## config.mk

```make
export PLATFORM = sky130hd
export DESIGN_NAME = pc_redirect_sequencer
export DESIGN_NICKNAME = d
export VERILOG_FILES = /design/src/rtl/core_pkg.sv /design/src/rtl/pc_redirect_arb.sv /design/src/rtl/pc_redirect_sequencer.sv
export SDC_FILE = /design/constraint.sdc
export NUM_CORES = 1
export LEC_CHECK = 0
export CAP_MARGIN = 5
export CORE_ASPECT_RATIO = 1.1
export CORE_MARGIN = 3
export CORE_UTILIZATION = 55
export DETAILED_ROUTE_END_ITERATION = 12
export GPL_TIMING_DRIVEN = 0
export MAX_ROUTING_LAYER = met4
export PLACE_DENSITY = 0.89
export REMOVE_ABC_BUFFERS = 1
export SYNTH_ARGS = -nofsm -noshare
export SYNTH_HDL_FRONTEND = slang
export SYNTH_SLANG_ARGS = --single-unit
```

## constraint.sdc

```tcl
create_clock -name clk -period 4.5 [get_ports clk]
set_input_delay 0.9 -clock clk [delete_from_list [all_inputs] [get_ports clk]]
set_output_delay 0.9 -clock clk [all_outputs]
set_load 0.005 [all_outputs]
```

## src/rtl/core_pkg.sv

```systemverilog
// ---------------------------------------------------------------------------
// core_pkg
// Shared constants for the RV32I fetch-PC sequencer slice.
//   PC_W             : architectural PC width
//   S_BOOT/S_RUN/... : sequencer state encodings
//   DEF_RESET_PC     : default first fetch address after reset
//   DEF_TRAP_VECTOR  : default misaligned-target trap address
//   PC_INC           : sequential fetch increment
// ---------------------------------------------------------------------------
package core_pkg;

   localparam int PC_W = 32;

   typedef logic [1:0] seq_state_t;

   localparam logic [1:0] S_BOOT = 2'd0;
   localparam logic [1:0] S_RUN  = 2'd1;
   localparam logic [1:0] S_HOLD = 2'd2;

   localparam logic [PC_W-1:0] DEF_RESET_PC    = 32'h0000_0000;
   localparam logic [PC_W-1:0] DEF_TRAP_VECTOR = 32'h0000_0100;
   localparam logic [PC_W-1:0] PC_INC          = 32'd4;

endpackage

```

## src/rtl/pc_redirect_arb.sv

```systemverilog
// ---------------------------------------------------------------------------
// pc_redirect_arb
// Combinational redirect arbiter: picks the execute-stage redirect over a
// decode-stage JAL, forms the JAL target and flags misaligned targets.
//   ex_redir_valid / ex_target : execute redirect request and target
//   id_jal_valid               : decode holds a JAL
//   jal_en                     : JAL may be taken this cycle (no stall, and
//                                decode is on the correct path)
//   id_pc / id_imm             : JAL PC and sign-extended J-immediate
//   redir_valid                : some redirect is selected
//   redir_target               : raw selected target (not yet aligned)
//   redir_is_ex                : the selected redirect came from execute
//   redir_misaligned           : selected target has bits[1:0] != 0
// ---------------------------------------------------------------------------
module pc_redirect_arb
   import core_pkg::*;
(
   input  logic            ex_redir_valid,
   input  logic [PC_W-1:0] ex_target,
   input  logic            id_jal_valid,
   input  logic            jal_en,
   input  logic [PC_W-1:0] id_pc,
   input  logic [PC_W-1:0] id_imm,
   output logic            redir_valid,
   output logic [PC_W-1:0] redir_target,
   output logic            redir_is_ex,
   output logic            redir_misaligned
);

   logic signed [PC_W-1:0] pc_s;
   logic signed [PC_W-1:0] imm_s;
   logic signed [PC_W-1:0] sum_s;
   logic        [PC_W-1:0] jal_target;

   // Two's-complement add: the carry out is simply dropped, giving the
   // required modulo-2^32 wraparound for backward and forward jumps alike.
   assign pc_s       = signed'(id_pc);
   assign imm_s      = signed'(id_imm);
   assign sum_s      = pc_s + imm_s;
   assign jal_target = unsigned'(sum_s);

   always_comb begin
      redir_valid  = 1'b0;
      redir_is_ex  = 1'b0;
      redir_target = ex_target;
      if (ex_redir_valid) begin
         redir_valid  = 1'b1;
         redir_is_ex  = 1'b1;
         redir_target = ex_target;
      end else if (id_jal_valid && jal_en) begin
         redir_valid  = 1'b1;
         redir_target = jal_target;
      end
   end

   assign redir_misaligned = redir_valid && (redir_target[1:0] != 2'b00);

endmodule

```

## src/rtl/pc_redirect_sequencer.sv

```systemverilog
// ---------------------------------------------------------------------------
// pc_redirect_sequencer
// Owns the RV32I fetch PC. Sequences PC+4, takes execute redirects and
// decode JALs, drives the fetch valid/ready request, and raises IF/ID and
// ID/EX flushes. A redirect that arrives while fetch is not accepting the
// current address is parked in pending_pc (S_HOLD) until fetch accepts.
//
// Optional feature: define MISALIGN_TRAP_EN to replace a misaligned target
// with TRAP_VECTOR and pulse misalign_trap; otherwise bits[1:0] of loaded
// targets are cleared and misalign_trap is tied low.
//
// Ports:
//   clk, rst_n      : core clock, asynchronous active-low reset
//   if_pc, if_valid : fetch address and request valid
//   if_ready        : fetch accepts if_pc this cycle
//   stall           : hazard stall (hold PC, ignore decode JAL)
//   id_jal_valid, id_pc, id_imm : decode-stage JAL
//   ex_redir_valid, ex_target   : execute-stage redirect
//   flush_if, flush_id          : kill IF/ID and ID/EX this cycle
//   misalign_trap               : one-cycle misaligned-target trap pulse
// ---------------------------------------------------------------------------
module pc_redirect_sequencer
   import core_pkg::*;
#(
   parameter logic [31:0] RESET_PC    = DEF_RESET_PC,
   parameter logic [31:0] TRAP_VECTOR = DEF_TRAP_VECTOR
)(
   input  logic        clk,
   input  logic        rst_n,
   output logic [31:0] if_pc,
   output logic        if_valid,
   input  logic        if_ready,
   input  logic        stall,
   input  logic        id_jal_valid,
   input  logic [31:0] id_pc,
   input  logic [31:0] id_imm,
   input  logic        ex_redir_valid,
   input  logic [31:0] ex_target,
   output logic        flush_if,
   output logic        flush_id,
   output logic        misalign_trap
);

   seq_state_t      state;
   seq_state_t      state_nxt;
   logic [PC_W-1:0] pending_pc;
   logic [PC_W-1:0] pending_nxt;
   logic [PC_W-1:0] pc_nxt;

   logic            redir_valid;
   logic [PC_W-1:0] redir_target;
   logic            redir_is_ex;
   logic            redir_misaligned;
   logic            jal_en;

   logic            trap_sel;
   logic [PC_W-1:0] trap_pc;
   logic [PC_W-1:0] load_pc;

   logic            flush_if_c;
   logic            flush_id_c;
   logic            trap_c;

   function automatic logic [PC_W-1:0] align_pc(input logic [PC_W-1:0] t);
      return t & ~32'h0000_0003;
   endfunction

   // A JAL only counts while running and unstalled; in S_HOLD decode holds
   // wrong-path instructions behind the parked redirect.
   assign jal_en = !stall && (state == S_RUN);

   pc_redirect_arb u_arb (
      .ex_redir_valid   (ex_redir_valid),
      .ex_target        (ex_target),
      .id_jal_valid     (id_jal_valid),
      .jal_en           (jal_en),
      .id_pc            (id_pc),
      .id_imm           (id_imm),
      .redir_valid      (redir_valid),
      .redir_target     (redir_target),
      .redir_is_ex      (redir_is_ex),
      .redir_misaligned (redir_misaligned)
   );

   assign trap_pc = TRAP_VECTOR;

`ifdef MISALIGN_TRAP_EN
   assign trap_sel = redir_misaligned;
`else
   logic unused_trap_path;
   assign trap_sel         = 1'b0;
   assign unused_trap_path = ^{redir_misaligned, trap_pc};
`endif

   assign load_pc = trap_sel ? trap_pc : align_pc(redir_target);

   always_comb begin
      state_nxt   = state;
      pc_nxt      = if_pc;
      pending_nxt = pending_pc;
      flush_if_c  = 1'b0;
      flush_id_c  = 1'b0;
      trap_c      = 1'b0;
      case (state)
         S_BOOT: begin
            state_nxt = S_RUN;
         end
         S_RUN: begin
            if (redir_valid) begin
               // The redirect is taken now even if fetch is busy: flush
               // immediately so wrong-path work cannot advance meanwhile.
               flush_if_c = 1'b1;
               flush_id_c = redir_is_ex || trap_sel;
               trap_c     = trap_sel;
               if (if_ready) begin
                  pc_nxt = load_pc;
               end else begin
                  pending_nxt = load_pc;
                  state_nxt   = S_HOLD;
               end
            end else if (if_ready && !stall) begin
               pc_nxt = if_pc + PC_INC;
            end
         end
         S_HOLD: begin
            if (redir_valid) begin
               // Only an execute redirect can be selected here.
               flush_if_c = 1'b1;
               flush_id_c = 1'b1;
               trap_c     = trap_sel;
               if (if_ready) begin
                  pc_nxt    = load_pc;
                  state_nxt = S_RUN;
               end else begin
                  pending_nxt = load_pc;
               end
            end else if (if_ready) begin
               // The word fetched at the old if_pc is stale: drop it.
               pc_nxt     = pending_pc;
               flush_if_c = 1'b1;
               state_nxt  = S_RUN;
            end
         end
         default: begin
            state_nxt = S_BOOT;
         end
      endcase
   end

   always_ff @(posedge clk or negedge rst_n) begin
      if (!rst_n) begin
         state      <= S_BOOT;
         if_pc      <= RESET_PC;
         pending_pc <= '0;
      end else begin
         state      <= state_nxt;
         if_pc      <= pc_nxt;
         pending_pc <= pending_nxt;
      end
   end

   assign if_valid      = (state != S_BOOT);
   assign flush_if      = flush_if_c;
   assign flush_id      = flush_id_c;
   assign misalign_trap = trap_c;

endmodule

```

# Word level (Yosys, flattened, before mapping)

Index checks and enable logic that the tools add are counted.

Register bits: 64
Bits in latches: 0
Bits in writable memories: 0
ROM bits: 0
Output and inout bits: 36
Logic and storage cells: 45
Memories kept: 0

Add/sub/neg operators: 2
Multipliers: 0
Div/mod/pow operators: 0
Order comparisons: 0
Equal/unequal tests: 7
Shift-type cells: 0
Multiplexer cells: 21
Bitwise logic cells: 1
Reductions and logical operators: 11

Operator list:

| operator                | number |
|---|---|
| $mux W32                | 7 |
| $pmux W32 S2            | 1 |
| $add A32 B3 Y32 const B | 1 |
| $add A32 B32 Y32        | 1 |
| $reduce_and A3 Y1       | 3 |
| $mux W1                 | 7 |
| $mux W2                 | 3 |
| $ne A2 B2 Y1 const B    | 3 |
| $pmux W2 S3             | 1 |
| $pmux W1 S2             | 2 |
| $reduce_bool A2 Y1      | 2 |
| $logic_and A1 B1 Y1     | 3 |
| $ne A3 B2 Y1 const B    | 1 |
| $ne A3 B3 Y1 const B    | 1 |
| $eq A2 B1 Y1 const B    | 1 |
| $eq A2 B2 Y1 const B    | 1 |
| $logic_not A2 Y1        | 1 |
| $reduce_or A2 Y1        | 1 |
| $logic_not A1 Y1        | 1 |
| $not A1 Y1              | 1 |

# Depth between registers and ports, before layout

Gate-level depths: netlist (run 1).

Depth after elaboration: 8
Gate-level depth with buffers: 11
Depth with buffers taken out: 10

# By module

Synthesis (run 1) repeated with hierarchy kept, for this count alone.

Cell total of the unflattened synthesis: 707
Area, all modules: 5764.3 µm²

Modules (own cells, without submodules):

| module                | times used | cells an instance | area each (µm²) | sequential area each (µm²) |
|---|---|---|---|---|
| pc_redirect_sequencer | 1          | 382               | 3636.0          | 1601.5 |
| pc_redirect_arb       | 1          | 325               | 2128.3          | 0.0 |

# Worst setup path before layout (run 1)

Ideal clock, no wire load.

Path kind: input to register
Start: in id_pc[18]
End: reg if_pc[29]
Library setup time: 65 ps
Arrival time: 2790 ps
Data required time: 4435 ps
Setup slack: 1645 ps
Cell stages on the path: 10
Buffers on the path: 1
Cell sequence: ha_1 -> buf_6 -> a21o_1 -> a21o_1 -> a21oi_2 -> o21ai_2 -> a211o_1 -> o221a_2 -> mux2_4 -> nand2_1

Cells in the longest elaborated chain, start to end: 6

Ends and longest elaborated chain:

| item                               | RTL line                                                   | RTL |
|---|---|---|
| start: declaration                 | pc_redirect_sequencer.sv:35                                | `input logic [31:0] id_pc,` |
| $add A32 B32 Y32 *                 | pc_redirect_arb.sv:39                                      | `assign sum_s = pc_s + imm_s;` |
| $mux W32 *                         | pc_redirect_arb.sv:50                                      | `end else if (id_jal_valid && jal_en) begin` |
| $mux W32 *                         | pc_redirect_arb.sv:46                                      | `if (ex_redir_valid) begin` |
| $mux W32 *                         | pc_redirect_sequencer.sv:115, pc_redirect_sequencer.sv:131 |  |
| $mux W32, on equally long branches | pc_redirect_sequencer.sv:126, pc_redirect_sequencer.sv:109 |  |
| $pmux W32 S2 *                     | pc_redirect_sequencer.sv:104                               | `case (state)` |
| end signal: assignment             | pc_redirect_sequencer.sv:157                               | `if_pc <= pc_nxt;` |
| end: declaration                   | pc_redirect_sequencer.sv:30                                | `output logic [31:0] if_pc,` |

Mark *: on every way between the ends. The rest lies on a longest branch, timed or not.
A chain may end at the register's enable or synchronous reset.

# Worst setup path after layout (run 1)

Start: in stall
End: reg pending_pc[18]

Cells in the longest elaborated chain, start to end: 6

Ends and longest elaborated chain:

| item                               | RTL line                     | RTL |
|---|---|---|
| start: declaration                 | pc_redirect_sequencer.sv:33  | `input logic stall,` |
| $logic_not A1 Y1 *                 | pc_redirect_sequencer.sv:70  | `assign jal_en = !stall && (state == S_RUN);` |
| $logic_and A1 B1 Y1 *              | pc_redirect_sequencer.sv:70  |  |
| $logic_and A1 B1 Y1 *              | pc_redirect_arb.sv:50        |  |
| $mux W1                            | pc_redirect_arb.sv:50        |  |
| $mux W1                            | pc_redirect_arb.sv:46        |  |
| $reduce_and A3 Y1 (no source line) | -                            |  |
| end signal: assignment             | pc_redirect_sequencer.sv:158 | `pending_pc <= pending_nxt;` |
| end: declaration                   | pc_redirect_sequencer.sv:46  | `logic [PC_W-1:0] pending_pc;` |

Marked as above.

==> results of run 1 <==
## through the flow
step                util [%]  TNS [ns]  std cells
floorplan                  -         0        682
global placement       70.47    -15.52        956
detailed placement     71.13         0        958
CTS                    73.09         0        974
global route           73.09         0        974
finish                 73.09         0        974
## synth_stat cells (all sizes together), types with 6 or more instances
cell | count | area, sq um
a211oi | 11 | 92.58
a21boi | 6 | 48.80
a21o | 11 | 82.58
a21oi | 64 | 327.8
a221oi | 6 | 58.80
a22o | 7 | 61.31
a31oi | 13 | 81.33
and3 | 14 | 87.58
buf | 13 | 68.81
clkbuf | 31 | 117.6
dfrtp | 64 | 1602
ha | 34 | 425.4
inv | 17 | 63.81
mux2 | 9 | 105.1
mux2i | 16 | 160.2
nand2 | 98 | 367.9
nand3 | 33 | 170.2
nand4 | 14 | 100.1
nor2 | 56 | 210.2
nor3 | 9 | 45.04
o2111ai | 6 | 58.80
o21ai | 62 | 321.6
o22ai | 9 | 56.30
xnor2 | 31 | 271.5
xor2 | 12 | 105.1
## registers in the layout, summed over array words and instances, names as in the netlist
name,count
state,2
if_pc,32
pending_pc,30
## worst min path at each step
stage,startpoint,end,cells after the start
3_3_place_gp,pending_pc[3]$_DFFE_PN0P_,pending_pc[3]$_DFFE_PN0P_,2
6_report,pending_pc[26]$_DFFE_PN0P_,pending_pc[26]$_DFFE_PN0P_,1
3_5_place_dp,pending_pc[21]$_DFFE_PN0P_,pending_pc[21]$_DFFE_PN0P_,2
5_1_grt,pending_pc[25]$_DFFE_PN0P_,pending_pc[25]$_DFFE_PN0P_,2
4_1_cts,pending_pc[21]$_DFFE_PN0P_,pending_pc[21]$_DFFE_PN0P_,2
2_1_floorplan,pending_pc[3]$_DFFE_PN0P_,pending_pc[3]$_DFFE_PN0P_,2
## worst register-to-register path: stages, from the launching register on
cell      delay [ns]
dfrtp_1         0.36
inv_1           0.08
ha_1            0.26
nand3b_1        0.24
nor2b_1         1.19
nor2_1          0.56
nand2_1         0.73
buf_16          0.25
a21oi_1         0.06
a21oi_1         0.19
## cell type report
type,count,area (sq um),area share [%]
Clock inverter,7,72.57,0.9898
Sequential cell,64,1602,21.84
Tap cell,140,175.2,2.389
Timing Repair Buffer,136,1394,19.01
Clock buffer,9,123.9,1.689
Multi-Input combinational cell,601,3901,53.21
Inverter,17,63.81,0.8703
## power breakdown
group          leakage [uW]  internal (uW)  switching, uW  total (uW)
logic               0.00214            925           1050        1970
clock network     0.0000952            255            249         504
registers          0.000773            846            297        1140
## per-layer routing
layer	GRT usage (%)	share of wire, %
met5	-	0
met2	49.96	48
met1	40.98	39
met4	13.13	3.4
met3	6.042	9.2
## cells by family after synthesis
kind of cell               share of synthesized area, %
AOI/OAI and AO/OA                                 27.95
xor gates and xnor gates                          6.562
adders and majority gates                         7.412
buffers and inverters                             4.360
DFF                                               27.91
muxes                                             4.622
other                                           0.06534
and+or+nand+nor                                   21.12
## placed cells by master (no fill, tap or decap), types with 14 or more instances in the layout
| master | n |
|---|---|
| nand2_1 | 98 |
| o21ai_0 | 56 |
| clkdlybuf4s50_1 | 133 |
| mux2i_1 | 16 |
| nand3_1 | 32 |
| xnor2_1 | 31 |
| a21oi_1 | 62 |
| nor2_1 | 55 |
| inv_1 | 17 |
| dfrtp_1 | 64 |
| ha_1 | 34 |
| and3_1 | 14 |
==> results.cfg, run 1 <==
[routing]
post_drt_wl_per_cell_microns = 19.11
drtIter0Drc = 644
via_per_inst = 6.538
drc_errors = 0
drt_pass1_iterations = 6
ant_nets = 0
wirelength_mm = 18.61
num_vias = 6368

[die]
io_pins = 138
row_count = 38
die_width_microns = 103.4
die_y_microns = 113.1
core_sq_um = 10030
die_area_sq_um = 11700
start_util_pct = 57.21

[cts]
clk_latency_ns = 0.36
cts_root_buf = clkbuf_8
clock_sinks = 64
cts_tree = built
cts_buffers = 9
cts_buffer_depth = 2
cts_resized = 0
clkTransAtPathRegs_ns = 0.07
cts_setup_buffers = 0
cts_hold_buf = 0
h-tree-depth = 3

[worst_setup_path]
slowest_stage = nor2b_1
path_class = in -> reg
required_ns = 4.77
path_common_cell = a21oi_1
rrSetupSlack_ns = 0.48
cp.buffers_inverters = 2
cp_num_cells = 8
r2r_cells = 9
cp_max_fo = 29
r2r-end = pending_pc[18]$_DFFE_PN0P_
arrival_ns = 4.63
critPathMaxStageDelay_ns = 1.19
cp-start-kind = input port
worst_setup_path_end_kind = register
startpoint = stall
cp-endpoint = pending_pc[18]$_DFFE_PN0P_
worstPathCellList = clkdlybuf4s50_1 > nand3b_1 > nor2b_1 > nor2_1 > nand2_1 > buf_16 > a21oi_1 > a21oi_1
r2r-start = state[1]$_DFFE_PN0P_
critPathTopFamily = simple AND/OR/NAND/NOR gates

[layout]
diodes = 0
fin_area_sq_um = 7332
fin_nets = 965
drive_above_1_share_pct = 5.755
syn_to_final_growth_pct = 27.75
fill_cells = 786

[sta]
tightest_slew_ns = 1.497
rsz0062_at_grt = no
hold_violations = 0
setup_viol = 0
fin_crit_ns = 4.361
drv_slew = 0
fmax_mhz = 229.3
final.period_utilization_pct = 96.91
holdWs_ns = 0.4839
setup_ws_ns = 0.1389
slew_headroom_pct = 0.01351
clock_skew_ns = 0.01437

[placed_design]
dp_hpwl_mm = 13.60
dp_worst_setup_slack_ns = 0.04177
placed_cell_area_sq_um = 7136
io_buffer_count = 134
gp_congestion = 0.9452

[power_and_ir_drop]
p_leak_uw = 0.003010
power_density_nw_per_um2 = 493.8
finalPower_uw = 3621
ir_worst_vdd_mv = 0.3108

[global_routing]
antenna_found_initial = 0
grt-ovfl-total = 0
grt_pass1_vias = 6032
grt.total_usage_pct = 32.18
grt_pass1_wl_mm = 29.23
grt_max_degree = 65

[synthesis]
synthArstFlopShare_pct = 100.0
syn_inst = 726
syn_area_per_cell_sq_um = 7.905
ys_types = 77
ys_seq_elements = 64
synth_edf_count = 0
yosys_warnings = 0
synth_seq_area_share_pct = 27.90
syn_area_sq_um = 5739
synth_ff_type = dfrtp_1

[outcome]
status = complete, but fails checks
violations = max-capacitance violations

[job]
max_cap_violations = 1

[min_path]
min_path_type = reg -> reg
No activity file was read; power rests on OpenSTA's default activity.
==> run 2: changes to the inputs <==
CORE_ASPECT_RATIO = 0.7   (was 1.1)
==> run 2 against run 1 <==
The flow now finishes without violations; maximum frequency increased by 4.4%; power increased by 6.6%; wire length increased by 3.9%; die area increased by 0.15%; combinational power increased by 3%; design area increased by 1.2%; clock-buffer cell count increased by 1; critical path type is now reg -> out; largest cell class unchanged.
==> results.cfg, run 2 (synthesized netlist as in run 1, its figures left out) <==
[outcome]
status = completed

[cts]
cts_tree = built
cts_resized = 0
clock_sinks = 64
clk_latency_ns = 0.33
cts_buffers = 9
cts_root_buf = clkbuf_16
cts_buffer_depth = 2
cts_hold_buf = 0
clkTransAtPathRegs_ns = 0.06
h-tree-depth = 3
cts_setup_buffers = 0

[worst_setup_path]
path_class = reg -> out
cp-start-kind = register
critPathMaxStageDelay_ns = 0.64
slowest_stage = inv_1
required_ns = 3.60
path_common_cell = inv_1
arrival_ns = 3.28
worstPathCellList = inv_1 > ha_1 > inv_1 > nor3b_1 > o21ai_0 > a21boi_0 > clkdlybuf4s50_1
worst_setup_path_end_kind = output pin
cp_max_fo = 22

[sta]
tightest_slew_ns = 0.9941
holdWs_ns = 0.4845
hold_violations = 0
slew_headroom_pct = 33.56
clock_skew_ns = 0.006765
setup_viol = 0
fmax_mhz = 239.4
rsz0062_at_grt = no
final.period_utilization_pct = 92.83
drv_slew = 0
fin_crit_ns = 4.177

[routing]
wirelength_mm = 19.33
via_per_inst = 6.684
drtIter0Drc = 961
post_drt_wl_per_cell_microns = 20.09
ant_nets = 0
drc_errors = 0
drt_pass1_iterations = 6
num_vias = 6430

[power_and_ir_drop]
power_density_nw_per_um2 = 520.2
p_leak_uw = 0.003056
ir_worst_vdd_mv = 0.2864
finalPower_uw = 3860

[global_routing]
grt_pass1_vias = 6225
grt_max_degree = 65
grt.total_usage_pct = 32.85
grt_pass1_wl_mm = 30.37
grt-ovfl-total = 0
antenna_found_initial = 0

[layout]
layout_common_cells = clkdlybuf4s50_1, nand2_1, dfrtp_1, a21oi_1, o21ai_0
fin_nets = 966
fill_cells = 724
largest_reg_flops = 32
diodes = 0
top_register = if_pc
drive_above_1_share_pct = 5.635
syn_to_final_growth_pct = 29.28
final_common_cell = clkdlybuf4s50_1
reg.largest.list = if_pc x32, pending_pc x30, state x2

[die]
row_count = 30
die_y_microns = 91.47
die_width_microns = 128.1
start_util_pct = 57.92
io_pins = 138
die_area_sq_um = 11720
core_sq_um = 9910

[placed_design]
dp_hpwl_mm = 13.78
gp_congestion = 0.9425
io_buffer_count = 134

[job]
max_cap_violations = 0

[min_path]
min_path_type = reg -> reg
## run 2: changes by cell type in the layout (fill, tap and decap cells not counted)
| cell | before | now |
|---|---|---|
| clkbuf_1 | 0 | 1 |
| buf_6 | 0 | 1 |
| clkbuf_8 | 9 | 0 |
| clkbuf_16 | 0 | 9 |
| clkinv_2 | 2 | 1 |
| clkinv_4 | 2 | 1 |
## run 2: metrics by stage
step	utilization, %	std cells	instance area, sq um	TNS, ns	setup WS [ns]
after CTS	74.76	961	7408	0	0.2820
final	74.87	962	7420	0	0.3225
after global placement	71.19	944	7054	-15.45	-1.200
after global routing	74.87	962	7420	0	0.2430
after floorplan	-	682	5553	0	0.8573
after detailed placement	71.86	946	7121	-0.06884	-0.06884
## run 2: path summary, 6_finish.rpt
kind	start	endpoint	slack [ns]	cells past startpoint
worst max-delay path	state[0]$_DFFE_PN0P_	flush_id	0.32	7
worst min-delay path	pending_pc[21]$_DFFE_PN0P_	pending_pc[21]$_DFFE_PN0P_	0.48	2
worst max register to register	state[1]$_DFFE_PN0P_	if_pc[21]$_DFFE_PN0P_	0.78	9
worst min register to register	pending_pc[21]$_DFFE_PN0P_	pending_pc[21]$_DFFE_PN0P_	0.48	2
max in group asynchronous	rst_n	if_pc[27]$_DFFE_PN0P_	3.27	1
min in group asynchronous	rst_n	if_pc[5]$_DFFE_PN0P_	0.67	1
## run 2: layer usage
layer	vias up	part of all wire (%)	routed length, microns	GRT usage [%]
met3	65	11	2135	7.231
met1	2984	41	7885	42.09
met5	-	0	0	-
met4	0	2.9	569	13.25
met2	492	45	8741	50.48
li1	2889	-	-	-
## run 2: critical path, delay by kind of cell, from the launching register on
family          cells  cell delay (ns)
buf+inv             3             1.30
fa+ha+maj           1             0.59
flops               1             0.41
simple gates        1             0.35
compound gates      2             0.28
## run 2: layout make-up
| type | instances | area [sq um] | area share [%] |
|---|---|---|---|
| multi-input cells | 601 | 3901 | 52.58 |
| clock inverters | 5 | 58.81 | 0.7926 |
| clock buffers | 10 | 229.0 | 3.086 |
| repair buffers | 137 | 1405 | 18.94 |
| inverters | 17 | 63.81 | 0.8600 |
| flip-flops and latches | 64 | 1602 | 21.59 |
| well taps | 128 | 160.2 | 2.159 |
## run 2: power breakdown
group          switching (uW)  internal, uW  leakage, uW
Clock                     258           425     0.000135
Combinational            1100           928      0.00215
Sequential                303           848     0.000773
Total                    1660          2200      0.00306
